### src/rtl/dmem_arb_pkg.sv
// Shared constants and types for the two-master data-memory arbiter.
package dmem_arb_pkg;

   localparam int DEF_AW       = 32;
   localparam int DEF_DW       = 32;
   localparam int DEF_MAX_HOLD = 4;
   localparam int HOLD_W       = 4;

   localparam logic M_CPU = 1'b0;
   localparam logic M_IO  = 1'b1;

   typedef struct packed {
      logic              req;
      logic              we;
      logic              lock;
      logic [DEF_AW-1:0] addr;
      logic [DEF_DW-1:0] wdata;
   } dmem_req_t;

   function automatic logic other_master(input logic m);
      return ~m;
   endfunction

endpackage

### src/rtl/dmem_arbiter_if.sv
// Bus bundle between the two masters, the arbiter and the data memory.
interface dmem_arbiter_if #(
   parameter int AW = dmem_arb_pkg::DEF_AW,
   parameter int DW = dmem_arb_pkg::DEF_DW
);
   logic          m0_req;
   logic          m0_we;
   logic          m0_lock;
   logic [AW-1:0] m0_addr;
   logic [DW-1:0] m0_wdata;
   logic          m0_gnt;
   logic          m0_rvalid;
   logic [DW-1:0] m0_rdata;

   logic          m1_req;
   logic          m1_we;
   logic          m1_lock;
   logic [AW-1:0] m1_addr;
   logic [DW-1:0] m1_wdata;
   logic          m1_gnt;
   logic          m1_rvalid;
   logic [DW-1:0] m1_rdata;

   logic [AW-1:0] mem_addr;
   logic [DW-1:0] mem_wdata;
   logic          mem_we;
   logic          mem_re;
   logic [DW-1:0] mem_rdata;

   logic          owner;
   logic          busy;

   modport slave (
      input  m0_req, m0_we, m0_lock, m0_addr, m0_wdata,
      input  m1_req, m1_we, m1_lock, m1_addr, m1_wdata,
      input  mem_rdata,
      output m0_gnt, m0_rvalid, m0_rdata,
      output m1_gnt, m1_rvalid, m1_rdata,
      output mem_addr, mem_wdata, mem_we, mem_re,
      output owner, busy
   );

   modport master (
      output m0_req, m0_we, m0_lock, m0_addr, m0_wdata,
      output m1_req, m1_we, m1_lock, m1_addr, m1_wdata,
      output mem_rdata,
      input  m0_gnt, m0_rvalid, m0_rdata,
      input  m1_gnt, m1_rvalid, m1_rdata,
      input  mem_addr, mem_wdata, mem_we, mem_re,
      input  owner, busy
   );

endinterface

### src/rtl/dmem_arbiter_rr_lock_sel.sv
// Round-robin grant selection with a bounded lock, plus owner/locked/hold_cnt state.
module rr_lock_sel
   import dmem_arb_pkg::*;
#(
   parameter int MAX_HOLD = DEF_MAX_HOLD
) (
   input  logic       clock,
   input  logic       reset,
   input  logic [1:0] req,
   input  logic [1:0] lock,
   output logic [1:0] gnt,
   output logic       owner
);
   localparam logic [HOLD_W-1:0] HOLD_MAX = HOLD_W'(MAX_HOLD);

   logic              owner_q, owner_d;
   logic              locked_q, locked_d;
   logic [HOLD_W-1:0] hold_cnt_q, hold_cnt_d;
   logic              lock_keep;
   logic              grant_vld;
   logic              sel;

   always_comb begin
      grant_vld  = 1'b0;
      sel        = M_CPU;
      owner_d    = owner_q;
      locked_d   = locked_q;
      hold_cnt_d = hold_cnt_q;
      lock_keep  = locked_q && req[owner_q] && (hold_cnt_q < HOLD_MAX);

      if (!reset) begin
         if (lock_keep) begin
            grant_vld = 1'b1;
            sel       = owner_q;
         end else if (req[M_CPU] ^ req[M_IO]) begin
            grant_vld = 1'b1;
            sel       = req[M_IO];
         end else if (req[M_CPU] && req[M_IO]) begin
            grant_vld = 1'b1;
            sel       = other_master(owner_q);
         end
      end

      if (grant_vld) begin
         owner_d  = sel;
         locked_d = lock[sel];
         // only back-to-back wins over a waiting master count towards the hold limit
         if ((sel == owner_q) && req[other_master(sel)]) begin
            hold_cnt_d = (hold_cnt_q == HOLD_MAX) ? HOLD_MAX : hold_cnt_q + 1'b1;
         end else begin
            hold_cnt_d = '0;
         end
      end

      gnt = 2'b00;
      if (grant_vld) begin
         gnt[sel] = 1'b1;
      end
   end

   always_ff @(posedge clock) begin
      if (reset) begin
         owner_q    <= M_IO;
         locked_q   <= 1'b0;
         hold_cnt_q <= '0;
      end else begin
         owner_q    <= owner_d;
         locked_q   <= locked_d;
         hold_cnt_q <= hold_cnt_d;
      end
   end

   assign owner = owner_q;

endmodule

### src/rtl/dmem_arbiter.sv
// Two-master arbiter for the single-port data memory: grant, address/data mux,
// and one-cycle read-data return to the master that issued the read.
module dmem_arbiter
   import dmem_arb_pkg::*;
#(
   parameter int AW       = DEF_AW,
   parameter int DW       = DEF_DW,
   parameter int MAX_HOLD = DEF_MAX_HOLD
) (
   input  logic          clock,
   input  logic          reset,
   dmem_arbiter_if.slave bus
);
   logic [1:0]    req;
   logic [1:0]    lock;
   logic [1:0]    gnt;
   logic          owner;
   logic          any_gnt;
   logic          sel_we;
   logic [AW-1:0] addr_mux;
   logic [DW-1:0] wdata_mux;
   logic          rd_pending_q, rd_pending_d;
   logic          rd_dst_q, rd_dst_d;
   logic          rd_out;
   logic          m0_rvalid;
   logic          m1_rvalid;

   assign req  = {bus.m1_req,  bus.m0_req};
   assign lock = {bus.m1_lock, bus.m0_lock};

   rr_lock_sel #(
      .MAX_HOLD (MAX_HOLD)
   ) u_rr_lock_sel (
      .clock (clock),
      .reset (reset),
      .req   (req),
      .lock  (lock),
      .gnt   (gnt),
      .owner (owner)
   );

   assign any_gnt = |gnt;

   // idle bus parks on master 0 so the memory pins do not toggle needlessly
   always_comb begin
      addr_mux  = bus.m0_addr;
      wdata_mux = bus.m0_wdata;
      sel_we    = bus.m0_we;
      if (gnt[M_IO]) begin
         addr_mux  = bus.m1_addr;
         wdata_mux = bus.m1_wdata;
         sel_we    = bus.m1_we;
      end
   end

   assign bus.mem_addr  = addr_mux;
   assign bus.mem_wdata = wdata_mux;
   assign bus.mem_we    = any_gnt && sel_we;
   assign bus.mem_re    = any_gnt && !sel_we;
   assign bus.m0_gnt    = gnt[M_CPU];
   assign bus.m1_gnt    = gnt[M_IO];
   assign bus.busy      = any_gnt;
   assign bus.owner     = owner;

   always_comb begin
      rd_pending_d = any_gnt && !sel_we;
      rd_dst_d     = rd_dst_q;
      if (any_gnt) begin
         rd_dst_d = gnt[M_IO];
      end
   end

   always_ff @(posedge clock) begin
      if (reset) begin
         rd_pending_q <= 1'b0;
         rd_dst_q     <= M_CPU;
      end else begin
         rd_pending_q <= rd_pending_d;
         rd_dst_q     <= rd_dst_d;
      end
   end

   // a read accepted just before reset must not be returned during the reset cycle
   assign rd_out    = rd_pending_q && !reset;
   assign m0_rvalid = rd_out && (rd_dst_q == M_CPU);
   assign m1_rvalid = rd_out && (rd_dst_q == M_IO);

   assign bus.m0_rvalid = m0_rvalid;
   assign bus.m1_rvalid = m1_rvalid;
   assign bus.m0_rdata  = m0_rvalid ? bus.mem_rdata : '0;
   assign bus.m1_rdata  = m1_rvalid ? bus.mem_rdata : '0;

endmodule

### src/flat_wrapper.sv
// flat-port wrapper written by rule: the top's interface ports become plain ports
module dmem_arbiter_flat import dmem_arb_pkg::*;
#(
   parameter int AW       = DEF_AW,
   parameter int DW       = DEF_DW,
   parameter int MAX_HOLD = DEF_MAX_HOLD
)
  (clock, reset, bus_m0_req, bus_m0_we, bus_m0_lock, bus_m0_addr, bus_m0_wdata, bus_m1_req, bus_m1_we, bus_m1_lock, bus_m1_addr, bus_m1_wdata, bus_mem_rdata, bus_m0_gnt, bus_m0_rvalid, bus_m0_rdata, bus_m1_gnt, bus_m1_rvalid, bus_m1_rdata, bus_mem_addr, bus_mem_wdata, bus_mem_we, bus_mem_re, bus_owner, bus_busy);
  dmem_arbiter_if #(.AW(AW), .DW(DW)) bus_i ();
  input  logic clock;
  input  logic reset;
  input wire logic [$bits(bus_i.m0_req)-1:0] bus_m0_req;
  input wire logic [$bits(bus_i.m0_we)-1:0] bus_m0_we;
  input wire logic [$bits(bus_i.m0_lock)-1:0] bus_m0_lock;
  input wire logic [$bits(bus_i.m0_addr)-1:0] bus_m0_addr;
  input wire logic [$bits(bus_i.m0_wdata)-1:0] bus_m0_wdata;
  input wire logic [$bits(bus_i.m1_req)-1:0] bus_m1_req;
  input wire logic [$bits(bus_i.m1_we)-1:0] bus_m1_we;
  input wire logic [$bits(bus_i.m1_lock)-1:0] bus_m1_lock;
  input wire logic [$bits(bus_i.m1_addr)-1:0] bus_m1_addr;
  input wire logic [$bits(bus_i.m1_wdata)-1:0] bus_m1_wdata;
  input wire logic [$bits(bus_i.mem_rdata)-1:0] bus_mem_rdata;
  output wire logic [$bits(bus_i.m0_gnt)-1:0] bus_m0_gnt;
  output wire logic [$bits(bus_i.m0_rvalid)-1:0] bus_m0_rvalid;
  output wire logic [$bits(bus_i.m0_rdata)-1:0] bus_m0_rdata;
  output wire logic [$bits(bus_i.m1_gnt)-1:0] bus_m1_gnt;
  output wire logic [$bits(bus_i.m1_rvalid)-1:0] bus_m1_rvalid;
  output wire logic [$bits(bus_i.m1_rdata)-1:0] bus_m1_rdata;
  output wire logic [$bits(bus_i.mem_addr)-1:0] bus_mem_addr;
  output wire logic [$bits(bus_i.mem_wdata)-1:0] bus_mem_wdata;
  output wire logic [$bits(bus_i.mem_we)-1:0] bus_mem_we;
  output wire logic [$bits(bus_i.mem_re)-1:0] bus_mem_re;
  output wire logic [$bits(bus_i.owner)-1:0] bus_owner;
  output wire logic [$bits(bus_i.busy)-1:0] bus_busy;
  assign bus_i.m0_req = bus_m0_req;
  assign bus_i.m0_we = bus_m0_we;
  assign bus_i.m0_lock = bus_m0_lock;
  assign bus_i.m0_addr = bus_m0_addr;
  assign bus_i.m0_wdata = bus_m0_wdata;
  assign bus_i.m1_req = bus_m1_req;
  assign bus_i.m1_we = bus_m1_we;
  assign bus_i.m1_lock = bus_m1_lock;
  assign bus_i.m1_addr = bus_m1_addr;
  assign bus_i.m1_wdata = bus_m1_wdata;
  assign bus_i.mem_rdata = bus_mem_rdata;
  assign bus_m0_gnt = bus_i.m0_gnt;
  assign bus_m0_rvalid = bus_i.m0_rvalid;
  assign bus_m0_rdata = bus_i.m0_rdata;
  assign bus_m1_gnt = bus_i.m1_gnt;
  assign bus_m1_rvalid = bus_i.m1_rvalid;
  assign bus_m1_rdata = bus_i.m1_rdata;
  assign bus_mem_addr = bus_i.mem_addr;
  assign bus_mem_wdata = bus_i.mem_wdata;
  assign bus_mem_we = bus_i.mem_we;
  assign bus_mem_re = bus_i.mem_re;
  assign bus_owner = bus_i.owner;
  assign bus_busy = bus_i.busy;
  dmem_arbiter #(.AW(AW), .DW(DW), .MAX_HOLD(MAX_HOLD)) u_core (.clock(clock), .reset(reset), .bus(bus_i));
endmodule
### config.mk
export PLATFORM = sky130hd
export DESIGN_NAME = dmem_arbiter_flat
export DESIGN_NICKNAME = d
export VERILOG_FILES = /design/src/rtl/dmem_arb_pkg.sv /design/src/rtl/dmem_arbiter_if.sv /design/src/rtl/dmem_arbiter_rr_lock_sel.sv /design/src/rtl/dmem_arbiter.sv /design/src/flat_wrapper.sv
export SDC_FILE = /design/constraint.sdc
export NUM_CORES = 1
export LEC_CHECK = 0
export CAP_MARGIN = 20
export CORE_AREA = 2 2 118 120
export DETAILED_ROUTE_END_ITERATION = 8
export DIE_AREA = 0 0 120 122
export PLACE_DENSITY = 0.6
export SLEW_MARGIN = 20
export SYNTH_ARGS = -nofsm -noshare
export SYNTH_HDL_FRONTEND = slang
export SYNTH_HIERARCHICAL = 1
export SYNTH_SLANG_ARGS = --single-unit
### constraint.sdc
create_clock -name clock -period 3.7 [get_ports clock]
set_input_delay 0.74 -clock clock [delete_from_list [all_inputs] [get_ports clock]]
set_output_delay 0.74 -clock clock [all_outputs]
set_load 0.01 [all_outputs]
==> impl_metrics.yaml, run 1 <==
detailed_routing:
  vias_per_cell: 4.132
  drt-total-wl_um: 11200
  drt-initial-drc-count: 86
  first_pass_iters: 4
  vias: 3062
  ant_nets: 0
  wire_per_inst_um: 15.12
  drc: 0
timing:
  hold_viol_final: 0
  period_share: 0.9826
  fin_crit_ns: 3.636
  rsz0062_at_grt: "true"
  setup_tns_ns: 0
  max_freq_ghz: 0.2751
  clock_skew_ns: 0.002403
  worst_slew_pin_slew_ns: 0.3485
  setup_viol: 0
  finalMaxSlewViolations: 0
  setup_ws_ns: 0.06435
  slew_headroom: 0.7677
setup_path:
  cp_data_required_time_ns: 2.96
  reg2reg_from: "u_core/u_rr_lock_sel/owner$_SDFFE_PP1P_"
  path_max_fanout: 8
  crit_end: "bus_mem_wdata[4]"
  r2r-end: "u_core/rd_pending_q$_SDFF_PP0_"
  critPathLaunch: "bus_m0_req"
  critPathLaunchType: "input port"
  end_kind: "output pin"
  worstPathArrival_ns: 2.90
  critPathKind: "in -> out"
  r2r_setup_slack_ns: 1.55
  reg2reg_depth: 8
die:
  ioPinCount: 304
  core_area_um2: 13500
  start_util: 0.1323
  die_width_um: 120
  dieArea_um2: 14640
  die_h_um: 122
  rows: 43
synthesis:
  ys_ff_latch: 8
  syn_nets: 422
  synth.distinct_cells: 39
  synthCells: 250
  yosysSeqAreaShare: 0.08964
  synth_top_area_share: 0.4034
  avgSynthCellArea_um2: 7.147
  syn-cell-area_um2: 1787
  yosysWarnings: 6
  synth-edff-count: 0
  yosys.area.top_type: "mux2_2"
  netlist_top_cells_count: "70 x nor2_1, 64 x mux2_2, 35 x nand2_1"
  synth.area.top_cells: "mux2_2 40%, nor2_1 15%, dfxtp_1 9.0%"
  synthArstFlopShare: 0
  yosysMostFrequentCell: "nor2_1"
  synth_ff_type: "dfxtp_1"
cells_and_area:
  drive_gt1_frac: 0.2496
  fillers: 1352
  area_delta_synth_final_pct: 199.6
  num_antenna_cells: 0
  fin_nets: 735
  fin_cells: 741
place:
  hpwl_um: 9182
  globalplace.congestion: 0.8370
  port_buffers: 303
  dp_cells: 729
  place_ws_ns: -0.6839
power:
  clockPowerShare: 0.209
  p_leak_nw: 2.036
  p_seq_frac: 0.109
  switchingPower_mw: 0.2610
  p_int_mw: 0.6172
  p_comb_frac: 0.682
  ir_worst_vdd_v: 0.00007388
  switching_share: 0.2972
  pwr_density_cell_nw_per_um2: 164.0
global_route:
  grt_pass1_wl_um: 15990
  grt_pass1_vias: 2993
  antenna_found_initial: 0
  grt_usage: 0.1371
  gr-total-overflow: 0
  grt_max_degree: 34
clocking:
  cts_buffer_depth: 2
  clk_pin_slew_worst_paths_ns: 0.04
  h-tree-depth: 1
  clkLatencyLatePin_ns: 0.23
  cts_inserted_buffers: 3
  cts_tree: "done"
  clkSinkCount: 8
  cts-root-buf: "clkbuf_16"
run_status:
  run_status: "complete, no violations"
hold_path:
  min_path_type: "reg -> reg"
run:
  cap_violations: 0
## power groups by stage
| stage | clock (mW) | sequential (mW) | combinational, mW |
|---|---|---|---|
| 2_1_floorplan | 0 | 0.0961 | 0.204 |
| 3_3_place_gp | 0 | 0.0963 | 0.574 |
| 3_5_place_dp | 0 | 0.0967 | 0.577 |
| 4_1_cts | 0.189 | 0.0956 | 0.572 |
| 5_1_grt | 0.192 | 0.0962 | 0.638 |
| 6_report | 0.183 | 0.0956 | 0.599 |
## logic make-up after synthesis
group	share of synthesized area
and+or+nand+nor	0.2983
muxes	0.4342
buffers and inverters	0.08474
AOI/OAI and AO/OA	0.06513
DFF	0.08963
adders and majority gates	0.02801
## state kept, by name, summed over array words and instances, names as in the netlist
signal                           count
u_core/rd_dst_q                      1
u_core/rd_pending_q                  1
u_core/u_rr_lock_sel/hold_cnt_q      4
u_core/u_rr_lock_sel/locked_q        1
u_core/u_rr_lock_sel/owner           1
## worst min path at each step
stage / startpoint / endpoint / slack (ns) / cells after the start
2_1_floorplan: u_core/rd_dst_q$_SDFFE_PP0P_ / u_core/rd_dst_q$_SDFFE_PP0P_ / 0.45 / 2
3_3_place_gp: u_core/rd_dst_q$_SDFFE_PP0P_ / u_core/rd_dst_q$_SDFFE_PP0P_ / 0.47 / 2
3_5_place_dp: u_core/rd_dst_q$_SDFFE_PP0P_ / u_core/rd_dst_q$_SDFFE_PP0P_ / 0.48 / 2
4_1_cts: u_core/rd_dst_q$_SDFFE_PP0P_ / u_core/rd_dst_q$_SDFFE_PP0P_ / 0.48 / 2
5_1_grt: u_core/rd_dst_q$_SDFFE_PP0P_ / u_core/rd_dst_q$_SDFFE_PP0P_ / 0.51 / 2
6_report: u_core/rd_dst_q$_SDFFE_PP0P_ / u_core/rd_dst_q$_SDFFE_PP0P_ / 0.48 / 2
## metal layers
layer	global-route usage	routed length, um	up-vias
met5	0	0	-
met4	0.01765	58	0
met3	0.03418	1171	6
met2	0.2592	5862	200
met1	0.1590	4111	1388
li1	-	-	1468
## what timing repair did
action                     4_1_cts  5_1_grt
pin swaps                        4        3
gates resized for setup        180       51
buffers inserted                 4        1
setup endpoints to repair       69       43
cloned                           4        1
hold buffers                     0        0
## cell type report
type | count | area [um^2] | share of cell area
Sequential cell | 8 | 160.2 | 0.02991
Multi-Input combinational cell | 212 | 1519 | 0.2837
Clock buffer | 3 | 75.07 | 0.01402
Timing Repair Buffer | 330 | 3344 | 0.6247
Inverter | 8 | 30.03 | 0.005609
Tap cell | 180 | 225.2 | 0.04207
## cells in the final DEF (no fill, tap or decap), types with 4 or more instances in the layout
cell type,n
mux2_4,6
clkbuf_16,4
inv_1,6
clkdlybuf4s15_1,30
dfxtp_1,8
mux2_2,59
buf_4,14
nand2b_1,4
mux2i_1,4
clkdlybuf4s50_1,234
buf_2,14
nor2_1,69
buf_12,6
dlygate4sd2_1,6
nand2_1,35
buf_6,18
## stage by stage
stage / cell area, um^2 / hold slack [ns] / utilization / total power [mW]
global route: 5354 / 0.5133 / 0.3965 / 0.9258
floorplan: 1787 / 0.4522 / - / 0.3005
global placement: 5079 / 0.4748 / 0.3761 / 0.6700
detailed placement: 5079 / 0.4792 / 0.3761 / 0.6733
finish: 5354 / 0.4823 / 0.3965 / 0.8781
CTS: 5202 / 0.4846 / 0.3853 / 0.8565
## worst max-delay path: stages
cell           delay, ns
dlygate4sd2_1       0.25
inv_2               0.08
ha_4                0.20
nor3b_2             0.17
a221oi_2            0.06
a311o_1             0.38
nor2_4              0.12
buf_12              0.15
buf_12              0.13
clkbuf_16           0.14
mux2_2              0.34
buf_6               0.12
No activity file was read; power rests on OpenSTA's default activity.
==> run 2: changes to the inputs <==
--- a/config.mk
+++ b/config.mk
@@ -6,10 +6,10 @@
 export NUM_CORES = 1
 export LEC_CHECK = 0
 export CAP_MARGIN = 20
-export CORE_AREA = 2 2 118 120
+export CORE_AREA = 2 2 119 121
 export DETAILED_ROUTE_END_ITERATION = 8
-export DIE_AREA = 0 0 120 122
-export PLACE_DENSITY = 0.6
+export DIE_AREA = 0 0 121 123
+export PLACE_DENSITY = 0.59
 export SLEW_MARGIN = 20
 export SYNTH_ARGS = -nofsm -noshare
 export SYNTH_HDL_FRONTEND = slang
==> constraint.sdc (replaced) <==
create_clock -name clock -period 4.55 [get_ports clock]
set_input_delay 0.91 -clock clock [delete_from_list [all_inputs] [get_ports clock]]
set_output_delay 0.91 -clock clock [all_outputs]
set_load 0.01 [all_outputs]
==> impl_metrics.yaml, run 2 (synthesized netlist as in run 1, its figures left out) <==
clocking:
  clk_pin_slew_worst_paths_ns: 0.04
  h-tree-depth: 1
  cts_hold_buf: 0
  cts_buffer_depth: 2
  clkLatencyLatePin_ns: 0.23
  cts-root-buf: "clkbuf_16"
  clkSinkCount: 8
  cts_inserted_buffers: 3
  cts_tree: "done"
cells_and_area:
  largest_register_ffs: 4
  multiInputGateArea_um2: 1500
  drive_gt1_frac: 0.1835
  fillers: 1383
  layout_commonest_cell: "clkdlybuf4s50_1"
  area_delta_synth_final_pct: 191.5
  fin_nets: 730
  register_area_um2: 161.4
  regMostFlops: "u_core/u_rr_lock_sel/hold_cnt_q"
  mostFrequentLayoutCells: "237 x clkdlybuf4s50_1, 69 x nor2_1, 64 x mux2_2"
  num_antenna_cells: 0
  fin_cells: 736
global_route:
  antenna_found_initial: 0
  gr-usage-met3: 0.03921
  grt_usage: 0.1302
  grt-busiest-layer: "met2"
  grt_util_met1: 0.1542
  gr-total-overflow: 0
  grt_pass1_vias: 2804
  grtUsageMet2: 0.2388
  grt_pass1_wl_um: 15310
  grt_max_degree: 34
run:
  cap_violations: 0
place:
  port_buffers: 303
  dp_cells: 731
  hpwl_um: 9683
  globalplace.congestion: 0.8289
  place_ws_ns: -0.1490
power:
  ir_worst_vdd_v: 0.0001319
  switching_share: 0.2995
  finalPower_mw: 0.6755
  switchingPower_mw: 0.2023
  p_comb_frac: 0.662
  clockPowerShare: 0.215
  p_seq_frac: 0.122
  pwr_density_cell_nw_per_um2: 129.7
  p_int_mw: 0.4732
  p_leak_nw: 2.082
timing:
  setup_tns_ns: 0
  rsz0062_at_grt: "false"
  worst_slew_pin_slew_ns: 0.6143
  hold_viol_final: 0
  clock_skew_ns: 0.001093
  fin_crit_ns: 4.414
  fin_hold_ws_ns: 0.4797
  slew_headroom: 0.5905
  max_freq_ghz: 0.2265
  setup_viol: 0
  setup_ws_ns: 0.1356
  finalMaxSlewViolations: 0
  period_share: 0.9702
run_status:
  run_status: "complete, no violations"
die:
  ioPinCount: 304
  dieArea_um2: 14880
  core_area_um2: 13610
  rows: 43
  die_h_um: 123
  die_width_um: 121
  start_util: 0.1313
detailed_routing:
  drt-initial-drc-count: 41
  drt-total-wl_um: 11010
  drc: 0
  vias_per_cell: 4.003
  wire_per_inst_um: 14.96
  ant_nets: 0
  first_pass_iters: 5
  vias: 2946
setup_path:
  reg2reg_depth: 8
  r2r_setup_slack_ns: 2.35
  critPathKind: "in -> out"
  end_kind: "output pin"
  cp_cell_sequence: "clkdlybuf4s50_1, inv_1, ha_4, nor3b_2, a221oi_2, a311o_1, nor2_4, buf_4, clkbuf_16, buf_4, mux2_2, dlygate4sd2_1"
  crit_end: "bus_mem_addr[22]"
  path_max_fanout: 11
  cp_common_cell: "buf_4"
  worstPathArrival_ns: 3.50
  reg2reg_from: "u_core/u_rr_lock_sel/owner$_SDFFE_PP1P_"
  slowest_stage: "clkdlybuf4s50_1"
  cp_data_required_time_ns: 3.64
  critPathLaunchType: "input port"
  critPathLaunch: "bus_m0_req"
  critPathMaxStageDelay_ns: 0.48
  r2r-end: "u_core/rd_pending_q$_SDFF_PP0_"
hold_path:
  min_path_type: "reg -> reg"
  worstHoldStart: "u_core/rd_dst_q$_SDFFE_PP0P_"
-- run 2: cell count changes in the layout (fill, tap and decap cells not counted), moves of 11 or more --
cell and change:
dlygate4sd2_1 +49, dlymetal6s2s_1 +11, clkdlybuf4s15_1 -30, buf_2 -14, buf_6 -17
-- run 2: worst min path at each step --
stage / cells after the start / endpoint
2_1_floorplan: 2 / u_core/rd_dst_q$_SDFFE_PP0P_
3_3_place_gp: 2 / u_core/rd_dst_q$_SDFFE_PP0P_
3_5_place_dp: 2 / u_core/rd_dst_q$_SDFFE_PP0P_
4_1_cts: 2 / u_core/rd_dst_q$_SDFFE_PP0P_
5_1_grt: 2 / u_core/rd_dst_q$_SDFFE_PP0P_
6_report: 2 / u_core/rd_dst_q$_SDFFE_PP0P_
-- run 2: metrics by stage --
stage                     instance area (um^2)  utilization
final                                     5207       0.3826
after global routing                      5207       0.3826
after CTS                                 5134       0.3771
after detailed placement                  5119       0.3760
after global placement                    5119       0.3760
after floorplan                           1787            -
-- run 2: power by group through the flow --
| stage | combinational [mW] | clock, mW | sequential [mW] |
|---|---|---|---|
| after CTS | 0.450 | 0.150 | 0.0826 |
| after floorplan | 0.166 | 0 | 0.0781 |
| after global placement | 0.478 | 0 | 0.0833 |
| final | 0.447 | 0.146 | 0.0826 |
| after global routing | 0.478 | 0.156 | 0.0838 |
| after detailed placement | 0.479 | 0 | 0.0835 |
-- run 2: timing repair --
item	in CTS	in global routing
cloned	0	1
hold endpoints to repair	0	0
buffers inserted	0	1
gates resized for setup	57	12
setup endpoints to repair	62	20
-- run 2: critical path: cells and delay by family --
kind	cells	cell delay, ns
AND/OR/NAND/NOR	2	0.31
adder cells (fa/ha/maj)	1	0.25
buffers and inverters	6	1.27
multiplexers	1	0.31
AO/OA/AOI/OAI	2	0.44
-- run 2: final cells by class --
cell class	count	area share
Clock buffer	3	0.01442
Timing Repair Buffer	325	0.6175
Sequential cell	8	0.03099
Multi-Input combinational cell	212	0.2881
Tap cell	180	0.04325
Inverter	8	0.005766
-- run 2: layer usage --
layer	routed length, um	part of all wire
met2	5514	0.50
met3	1298	0.12
met1	4179	0.38
met4	21	0.0019
met5	0	0
